<file path="config.mk">
export PLATFORM = sky130hd
export DESIGN_NAME = tree_sorter_min_pipe_flat
export DESIGN_NICKNAME = d
export VERILOG_FILES = /design/src/rtl/tree_sort_pkg.sv /design/src/rtl/tree_sorter_min_pipe_if.sv /design/src/rtl/tree_sort_cell2.sv /design/src/rtl/tree_sorter_min_pipe.sv /design/src/flat_wrapper.sv
export SDC_FILE = /design/constraint.sdc
export NUM_CORES = 1
export LEC_CHECK = 0
export ABC_AREA = 0
export CAP_MARGIN = 20
export CORE_MARGIN = 2
export CORE_UTILIZATION = 58
export CTS_CLUSTER_SIZE = 30
export DETAILED_ROUTE_END_ITERATION = 8
export PLACE_DENSITY = 0.85
export SLEW_MARGIN = 20
export SYNTH_ARGS = -nofsm -noshare
export SYNTH_HDL_FRONTEND = slang
export SYNTH_SLANG_ARGS = --single-unit
</file>
<file path="constraint.sdc">
create_clock -name clock -period 6.89 [get_ports clock]
set_clock_uncertainty 0.2 [all_clocks]
set_input_delay 1.7225 -clock clock [delete_from_list [all_inputs] [get_ports clock]]
set_output_delay 1.7225 -clock clock [all_outputs]
set_load 0.05 [all_outputs]
</file>
<file path="src/rtl/tree_sort_pkg.sv">
// Shared constants, helpers and macros for the min-priority tree sorter.
// Priority sentinel reported when no window survives: all-ones of width w.
`define TS_PRI_SENTINEL(w) {(w){1'b1}}
// Window i of a packed per-window bus whose elements are w bits wide.
`define TS_WIN(vec, i, w) vec[(i)*(w) +: (w)]

package tree_sort_pkg;

   localparam int unsigned NWIN_MAX = 64;

   function automatic int unsigned clog2(input int unsigned n);
      int unsigned r;
      r = 0;
      while ((32'd1 << r) < n) r++;
      return r;
   endfunction

endpackage

</file>
<file path="src/rtl/tree_sorter_min_pipe_if.sv">
// Candidate-set input and winner output bundle of tree_sorter_min_pipe.
interface tree_sorter_min_pipe_if #(
   parameter int unsigned NWIN  = 8,
   parameter int unsigned PRI_W = 10,
   parameter int unsigned DAT_W = 10,
   parameter int unsigned TAG_W = 12,
   parameter int unsigned CNT_W = 16
);
   localparam int unsigned IDX_W = tree_sort_pkg::clog2(NWIN);

   logic                    in_valid;
   logic [NWIN-1:0]         in_mask;
   logic [NWIN*PRI_W-1:0]   in_pri;
   logic [NWIN*DAT_W-1:0]   in_dat;
   logic [TAG_W-1:0]        in_tag;
   logic [PRI_W-1:0]        pri_max;
   logic                    cnt_clear;
   logic                    out_valid;
   logic                    out_found;
   logic [IDX_W-1:0]        win_best;
   logic [PRI_W-1:0]        pri_best;
   logic [DAT_W-1:0]        dat_best;
   logic [TAG_W-1:0]        out_tag;
   logic [CNT_W-1:0]        found_cnt;

   modport master (
      output in_valid, in_mask, in_pri, in_dat, in_tag, pri_max, cnt_clear,
      input  out_valid, out_found, win_best, pri_best, dat_best, out_tag, found_cnt
   );

   modport slave (
      input  in_valid, in_mask, in_pri, in_dat, in_tag, pri_max, cnt_clear,
      output out_valid, out_found, win_best, pri_best, dat_best, out_tag, found_cnt
   );

endinterface

</file>
<file path="src/rtl/tree_sort_cell2.sv">
// Registered 2:1 min-priority compare cell; ties and the empty case keep operand A.
module tree_sort_cell2 #(
   parameter int unsigned PRI_W   = 10,
   parameter int unsigned DAT_W   = 10,
   parameter int unsigned IDX_W   = 3,
   parameter int unsigned SEL_BIT = 0
) (
   input  logic             clk_i,
   input  logic             rst_ni,
   input  logic             a_ok_i,
   input  logic [PRI_W-1:0] a_pri_i,
   input  logic [DAT_W-1:0] a_dat_i,
   input  logic [IDX_W-1:0] a_idx_i,
   input  logic             b_ok_i,
   input  logic [PRI_W-1:0] b_pri_i,
   input  logic [DAT_W-1:0] b_dat_i,
   input  logic [IDX_W-1:0] b_idx_i,
   output logic             y_ok_o,
   output logic [PRI_W-1:0] y_pri_o,
   output logic [DAT_W-1:0] y_dat_o,
   output logic [IDX_W-1:0] y_idx_o
);

   logic             take_b;
   logic             y_ok_d;
   logic [PRI_W-1:0] y_pri_d;
   logic [DAT_W-1:0] y_dat_d;
   logic [IDX_W-1:0] y_idx_d;

   always_comb begin
      take_b  = b_ok_i & (~a_ok_i | (b_pri_i < a_pri_i));
      y_ok_d  = a_ok_i | b_ok_i;
      y_pri_d = take_b ? b_pri_i : a_pri_i;
      y_dat_d = take_b ? b_dat_i : a_dat_i;
      y_idx_d = take_b ? b_idx_i : a_idx_i;
      // This level owns one index bit; deeper levels own the bits below it.
      y_idx_d[SEL_BIT] = take_b;
   end

   always_ff @(posedge clk_i or negedge rst_ni) begin
      if (!rst_ni) begin
         y_ok_o  <= 1'b0;
         y_pri_o <= '0;
         y_dat_o <= '0;
         y_idx_o <= '0;
      end else begin
         y_ok_o  <= y_ok_d;
         y_pri_o <= y_pri_d;
         y_dat_o <= y_dat_d;
         y_idx_o <= y_idx_d;
      end
   end

endmodule

</file>
<file path="src/rtl/tree_sorter_min_pipe.sv">
// Pipelined minimum-priority tree encoder: qualifier stage, log2(NWIN) compare levels,
// tag/valid delay line and a saturating found counter.
module tree_sorter_min_pipe
   import tree_sort_pkg::*;
#(
   parameter int unsigned NWIN  = 8,
   parameter int unsigned PRI_W = 10,
   parameter int unsigned DAT_W = 10,
   parameter int unsigned TAG_W = 12,
   parameter int unsigned CNT_W = 16
) (
   input logic                   clock,
   input logic                   reset_n,
   tree_sorter_min_pipe_if.slave bus
);

   localparam int unsigned LVLS  = clog2(NWIN);
   localparam int unsigned LAT   = LVLS + 1;
   localparam int unsigned IDX_W = LVLS;
   localparam int unsigned ROOT  = NWIN - 2;

   if (NWIN < 2 || NWIN > NWIN_MAX || (32'd1 << LVLS) != NWIN) begin : g_bad_nwin
      $error("NWIN must be a power of two in 2..64");
   end

   logic [NWIN-1:0]  s0_ok_q;
   logic [PRI_W-1:0] s0_pri_q [NWIN];
   logic [DAT_W-1:0] s0_dat_q [NWIN];

   always_ff @(posedge clock or negedge reset_n) begin
      if (!reset_n) begin
         s0_ok_q <= '0;
         for (int i = 0; i < NWIN; i++) begin
            s0_pri_q[i] <= '0;
            s0_dat_q[i] <= '0;
         end
      end else begin
         for (int i = 0; i < NWIN; i++) begin
            s0_ok_q[i]  <= bus.in_valid & bus.in_mask[i]
                           & (`TS_WIN(bus.in_pri, i, PRI_W) <= bus.pri_max);
            s0_pri_q[i] <= `TS_WIN(bus.in_pri, i, PRI_W);
            s0_dat_q[i] <= `TS_WIN(bus.in_dat, i, DAT_W);
         end
      end
   end

   // Compare nodes stored level by level: level l starts at NWIN - 2*(NWIN >> l).
   logic             nd_ok  [NWIN-1];
   logic [PRI_W-1:0] nd_pri [NWIN-1];
   logic [DAT_W-1:0] nd_dat [NWIN-1];
   logic [IDX_W-1:0] nd_idx [NWIN-1];

   for (genvar l = 1; l <= LVLS; l++) begin : g_lvl
      localparam int unsigned NCELL   = NWIN >> l;
      localparam int unsigned OFF_OUT = NWIN - 2 * (NWIN >> l);

      for (genvar c = 0; c < NCELL; c++) begin : g_cell
         logic             a_ok, b_ok;
         logic [PRI_W-1:0] a_pri, b_pri;
         logic [DAT_W-1:0] a_dat, b_dat;
         logic [IDX_W-1:0] a_idx, b_idx;

         if (l == 1) begin : g_leaf
            assign a_ok  = s0_ok_q[2*c];
            assign b_ok  = s0_ok_q[2*c+1];
            assign a_pri = s0_pri_q[2*c];
            assign b_pri = s0_pri_q[2*c+1];
            assign a_dat = s0_dat_q[2*c];
            assign b_dat = s0_dat_q[2*c+1];
            assign a_idx = '0;
            assign b_idx = '0;
         end else begin : g_inner
            localparam int unsigned OFF_IN = NWIN - 2 * (NWIN >> (l - 1));
            assign a_ok  = nd_ok[OFF_IN + 2*c];
            assign b_ok  = nd_ok[OFF_IN + 2*c + 1];
            assign a_pri = nd_pri[OFF_IN + 2*c];
            assign b_pri = nd_pri[OFF_IN + 2*c + 1];
            assign a_dat = nd_dat[OFF_IN + 2*c];
            assign b_dat = nd_dat[OFF_IN + 2*c + 1];
            assign a_idx = nd_idx[OFF_IN + 2*c];
            assign b_idx = nd_idx[OFF_IN + 2*c + 1];
         end

         tree_sort_cell2 #(
            .PRI_W  (PRI_W),
            .DAT_W  (DAT_W),
            .IDX_W  (IDX_W),
            .SEL_BIT(l - 1)
         ) u_cell (
            .clk_i  (clock),
            .rst_ni (reset_n),
            .a_ok_i (a_ok),
            .a_pri_i(a_pri),
            .a_dat_i(a_dat),
            .a_idx_i(a_idx),
            .b_ok_i (b_ok),
            .b_pri_i(b_pri),
            .b_dat_i(b_dat),
            .b_idx_i(b_idx),
            .y_ok_o (nd_ok[OFF_OUT + c]),
            .y_pri_o(nd_pri[OFF_OUT + c]),
            .y_dat_o(nd_dat[OFF_OUT + c]),
            .y_idx_o(nd_idx[OFF_OUT + c])
         );
      end
   end

   logic [LAT-1:0]   vld_q;
   logic [TAG_W-1:0] tag_q [LAT];

   always_ff @(posedge clock or negedge reset_n) begin
      if (!reset_n) begin
         vld_q <= '0;
         for (int k = 0; k < LAT; k++) tag_q[k] <= '0;
      end else begin
         vld_q    <= {vld_q[LAT-2:0], bus.in_valid};
         tag_q[0] <= bus.in_tag;
         for (int k = 1; k < LAT; k++) tag_q[k] <= tag_q[k-1];
      end
   end

   logic             found;
   logic [CNT_W-1:0] cnt_q, cnt_d;

   always_comb begin
      found = vld_q[LAT-1] & nd_ok[ROOT];
      cnt_d = cnt_q;
      if (bus.cnt_clear) begin
         cnt_d = '0;
      end else if (found && cnt_q != '1) begin
         cnt_d = cnt_q + 1'b1;
      end
   end

   always_ff @(posedge clock or negedge reset_n) begin
      if (!reset_n) cnt_q <= '0;
      else          cnt_q <= cnt_d;
   end

   assign bus.out_valid = vld_q[LAT-1];
   assign bus.out_found = found;
   assign bus.out_tag   = tag_q[LAT-1];
   assign bus.win_best  = found ? nd_idx[ROOT] : '0;
   assign bus.pri_best  = found ? nd_pri[ROOT]
                                : (vld_q[LAT-1] ? `TS_PRI_SENTINEL(PRI_W) : '0);
   assign bus.dat_best  = found ? nd_dat[ROOT] : '0;
   assign bus.found_cnt = cnt_q;

endmodule
</file>
<file path="src/flat_wrapper.sv">
// flat-port wrapper written by rule: the top's interface ports become plain ports
module tree_sorter_min_pipe_flat import tree_sort_pkg::*;
#(
   parameter int unsigned NWIN  = 8,
   parameter int unsigned PRI_W = 10,
   parameter int unsigned DAT_W = 10,
   parameter int unsigned TAG_W = 12,
   parameter int unsigned CNT_W = 16
)
  (clock, reset_n, bus_in_valid, bus_in_mask, bus_in_pri, bus_in_dat, bus_in_tag, bus_pri_max, bus_cnt_clear, bus_out_valid, bus_out_found, bus_win_best, bus_pri_best, bus_dat_best, bus_out_tag, bus_found_cnt);
  tree_sorter_min_pipe_if #(.NWIN(NWIN), .PRI_W(PRI_W), .DAT_W(DAT_W), .TAG_W(TAG_W), .CNT_W(CNT_W)) bus_i ();
  input logic clock;
  input logic reset_n;
  input wire logic [$bits(bus_i.in_valid)-1:0] bus_in_valid;
  input wire logic [$bits(bus_i.in_mask)-1:0] bus_in_mask;
  input wire logic [$bits(bus_i.in_pri)-1:0] bus_in_pri;
  input wire logic [$bits(bus_i.in_dat)-1:0] bus_in_dat;
  input wire logic [$bits(bus_i.in_tag)-1:0] bus_in_tag;
  input wire logic [$bits(bus_i.pri_max)-1:0] bus_pri_max;
  input wire logic [$bits(bus_i.cnt_clear)-1:0] bus_cnt_clear;
  output wire logic [$bits(bus_i.out_valid)-1:0] bus_out_valid;
  output wire logic [$bits(bus_i.out_found)-1:0] bus_out_found;
  output wire logic [$bits(bus_i.win_best)-1:0] bus_win_best;
  output wire logic [$bits(bus_i.pri_best)-1:0] bus_pri_best;
  output wire logic [$bits(bus_i.dat_best)-1:0] bus_dat_best;
  output wire logic [$bits(bus_i.out_tag)-1:0] bus_out_tag;
  output wire logic [$bits(bus_i.found_cnt)-1:0] bus_found_cnt;
  assign bus_i.in_valid = bus_in_valid;
  assign bus_i.in_mask = bus_in_mask;
  assign bus_i.in_pri = bus_in_pri;
  assign bus_i.in_dat = bus_in_dat;
  assign bus_i.in_tag = bus_in_tag;
  assign bus_i.pri_max = bus_pri_max;
  assign bus_i.cnt_clear = bus_cnt_clear;
  assign bus_out_valid = bus_i.out_valid;
  assign bus_out_found = bus_i.out_found;
  assign bus_win_best = bus_i.win_best;
  assign bus_pri_best = bus_i.pri_best;
  assign bus_dat_best = bus_i.dat_best;
  assign bus_out_tag = bus_i.out_tag;
  assign bus_found_cnt = bus_i.found_cnt;
  tree_sorter_min_pipe #(.NWIN(NWIN), .PRI_W(PRI_W), .DAT_W(DAT_W), .TAG_W(TAG_W), .CNT_W(CNT_W)) u_core (.clock(clock), .reset_n(reset_n), .bus(bus_i));
endmodule
</file>
==> flow_summary.toml <==
[global_routing]
grt_first_pass_wirelength_um = 55200
globalRouteMet3Util_pct = 4.31
grt.met2_usage_pct = 42.1
grt_pass1_vias = 10264
grt_start_max_net_pins = 144
met1_usage_pct = 33.6
antenna_violations_before_repair = 0
grt_util_all_layers_pct = 25.2
globalRouteOverflowTotal = 0
peak_usage_layer_in_the_global_routing_report = "met2"

[sta]
fmax_mhz = 219
period_minus_ws_final_ps = 4560
timing_worst_slew_pin_value_ps = 908
total_setup_violations_reported_at_the_end_of_the_flow = 0
hold_viol = 0
rsz0062_at_grt = "no"
timing.slew.headroom_pct = 39.5
fin_setup_tns_ps = 0
period_share_pct = 66.1
drv_slew = 0

[floorplanning]
start_util_pct = 59.2
placement_rows = 60
die_x_um = 170
die_height_um = 170
pin_count = 247
die_area_mm2 = 0.0288
core_area_mm2 = 0.0270

[critical_path]
required_ps = 4970
cp_data_arrival_time_ps = 2630
r2r_setup_slack_ps = 4110
crit_path_end_kind = "output port"
worst-path-max-fanout = 26
worstReg2RegEnd = "u_core.g_lvl[1].g_cell[2].u_cell.y_pri_o[9]"
worst-setup-path-type = "flop to output port"
worst-r2r-cell-count = 8
critPathLaunchType = "flop"
worstReg2RegStart = "u_core.g_lvl[1].g_cell[2].b_pri[9]"

[synth]
post_synth_instance_area_mm2 = 0.0159
syn_avg_cell_area_um2 = 13.8
synth_area_leader_cell = "sky130_fd_sc_hd__dfrtp_1"
synthCells = 1154
ys_ff_latch = 394
seq_area_frac_synth_pct = 61.8
distinct_cells_synth = 48
netlist_top_cells_area = "sky130_fd_sc_hd__dfrtp_1 62%, sky130_fd_sc_hd__ha_1 11%, sky130_fd_sc_hd__mux2_2 7.1%, sky130_fd_sc_hd__mux2_1 2.7%, sky130_fd_sc_hd__inv_1 2.5%"
total_nets_after_synthesis = 1492
synth_largest_type_area_fraction_pct = 61.8
yosys_warnings = 0

[finish]
n_antenna_cell = 0
design_area_mm2 = 0.0201
fillers = 1671
flow.area_growth_from_synthesis_pct = 26.3
finalNetCount = 1755
most-common-layout-cells = "394 x sky130_fd_sc_hd__dfrtp_1, 245 x sky130_fd_sc_hd__clkdlybuf4s50_1, 144 x sky130_fd_sc_hd__ha_1, 107 x sky130_fd_sc_hd__inv_1, 100 x sky130_fd_sc_hd__mux2_2"
finalCoreUtilization_pct = 74.7
share_of_layout_cells_above_drive_strength_1_pct = 13.5
layout_commonest_cell = "sky130_fd_sc_hd__dfrtp_1"
finish.cell_count_without_fillers = 1790

[place]
place_congestion = 0.901
dp.final_hpwl_um = 24700
input_output_buffers = 246
total_instance_count_after_detailed_placement = 1715
postPlaceCellArea_mm2 = 0.0187

[outcome]
run_status = "finished clean"

[cts]
cts_setup_buffers = 0
numCtsBuffers = 40
cts-root-to-sink-buffers = 3
quantity_of_gates_resized_following_cts = 0
worst_skew_pair.late_latency_ps = 530
cts_hold_repair.buffers = 0
clk_transition_reported_paths_ps = 60
cts_tree = "yes"
clock-sinks = 394
clk_root_buffer_cell = "sky130_fd_sc_hd__clkbuf_16"
htree_num_levels = 2

[drt]
postRouteAntennaNets = 0
violation_count_after_the_first_detailed_route_iteration = 636
drc = 0
vias = 9702
detail_route.vias_per_cell = 5.42
route.detailed.wl_per_inst_um = 19.7
finalWirelength_um = 35200
firstDrtPassIters = 5

[power]
static-leakage-power_nw = 9.42
cellPowerDensity_mw_per_mm2 = 282
vdd_drop_max_v = 0.000180
fin_total_pwr_w = 0.00568

[flow_run]
timing.max_cap.violations = 0

[worst_hold_path]
hold_path_end = "u_core.tag_q[15]"
timing.hold.worst.class = "flop to flop"
hold_path_startpoint = "u_core.tag_q[27]"
min_path_cells = 0
Yosys cell counts (all sizes together):
cell	count
buf	27
or3	2
o41a	1
xor2	4
nor4	8
nand4	24
a21oi	50
mux2	144
a2111o	1
or2	7
xnor2	9
a21o	34
inv	107
clkbuf	5
o211a	3
o21ai	28
a221oi	7
and4	3
a41oi	1
ha	144
and3	20
nand2	40
nand2b	7
nor3	5
a21boi	10
o311ai	5
o211ai	1
o2111ai	3
a2111oi	1
a211oi	1
nand3	3
and2	1
dfrtp	394
nor2b	11
mux2i	1
o41ai	3
nor2	39
routing by layer:
metal | wire [um] | share of wire (%)
met5 | 0 | 0
met4 | 1080 | 3.1
met3 | 1870 | 5.3
met2 | 17200 | 49
met1 | 15000 | 43
flip-flops by register name, indices dropped and copies added (netlist names):
register / flops
u_core.tag_q: 36
u_core.vld_q: 4
u_core.s0_ok_q: 8
u_core.g_lvl.g_cell.a_pri: 40
u_core.g_lvl.g_cell.u_cell.y_pri_o: 70
u_core.bus.found_cnt: 16
u_core.bus.out_tag: 12
u_core.g_lvl.g_cell.b_pri: 40
u_core.g_lvl.g_cell.u_cell.y_idx_o: 11
u_core.g_lvl.g_cell.u_cell.y_ok_o: 7
u_core.g_lvl.g_cell.b_dat: 40
u_core.g_lvl.g_cell.u_cell.y_dat_o: 70
u_core.g_lvl.g_cell.a_dat: 40
per-stage QoR:
stage / hold WS [ps] / worst slack (ps)
floorplan: 131 / 2860
global placement: 132 / 2980
detailed placement: 135 / 2920
CTS: 147 / 2320
global route: 148 / 2260
finish: 144 / 2330
how the worst max path moves through the flow:
stage	from	endpoint	slack (ps)	cells past startpoint
6_report	u_core.vld_q[3]	bus_pri_best[9]	2330	2
5_1_grt	u_core.vld_q[3]	bus_out_found	2260	2
4_1_cts	u_core.vld_q[3]	bus_pri_best[9]	2320	2
3_5_place_dp	u_core.vld_q[3]	bus_out_found	2920	2
3_3_place_gp	u_core.vld_q[3]	bus_out_found	2980	2
2_1_floorplan	u_core.vld_q[3]	bus_pri_best[1]	2860	2
critical path, cell delays in order, from the launching register on:
cell and delay (ps):
sky130_fd_sc_hd__dfrtp_1 940, sky130_fd_sc_hd__a21boi_0 300, sky130_fd_sc_hd__clkdlybuf4s50_1 850
report_power, final:
| part | switching, W | leakage (nW) | internal (W) |
|---|---|---|---|
| clock | 0.000886 | 0.701 | 0.00142 |
| combinational | 0.000414 | 4.06 | 0.000371 |
| sequential | 0.0000892 | 4.66 | 0.00250 |
cell families (layout without fill, tap and decap cells):
group           Yosys count  count (layout)  share of synthesized area [%]
xor+xnor                 13              13                          0.714
mux                     145             145                           10.4
compound gates          149             149                           6.30
flops                   394             394                           61.8
fa+ha+maj               144             144                           11.3
simple gates            170             170                           5.48
buf+inv                 139             434                           3.99
area by class of cell:
type,count,area (um2),area share (%)
clock buffer,53,1080,5.36
clock inverter,21,349,1.73
inverter,107,402,2.00
multi-input combinational,621,5450,27.1
sequential,394,9860,49.0
tap,341,427,2.12
timing repair buffer,253,2560,12.7
Power figures use the tool's default switching activity.
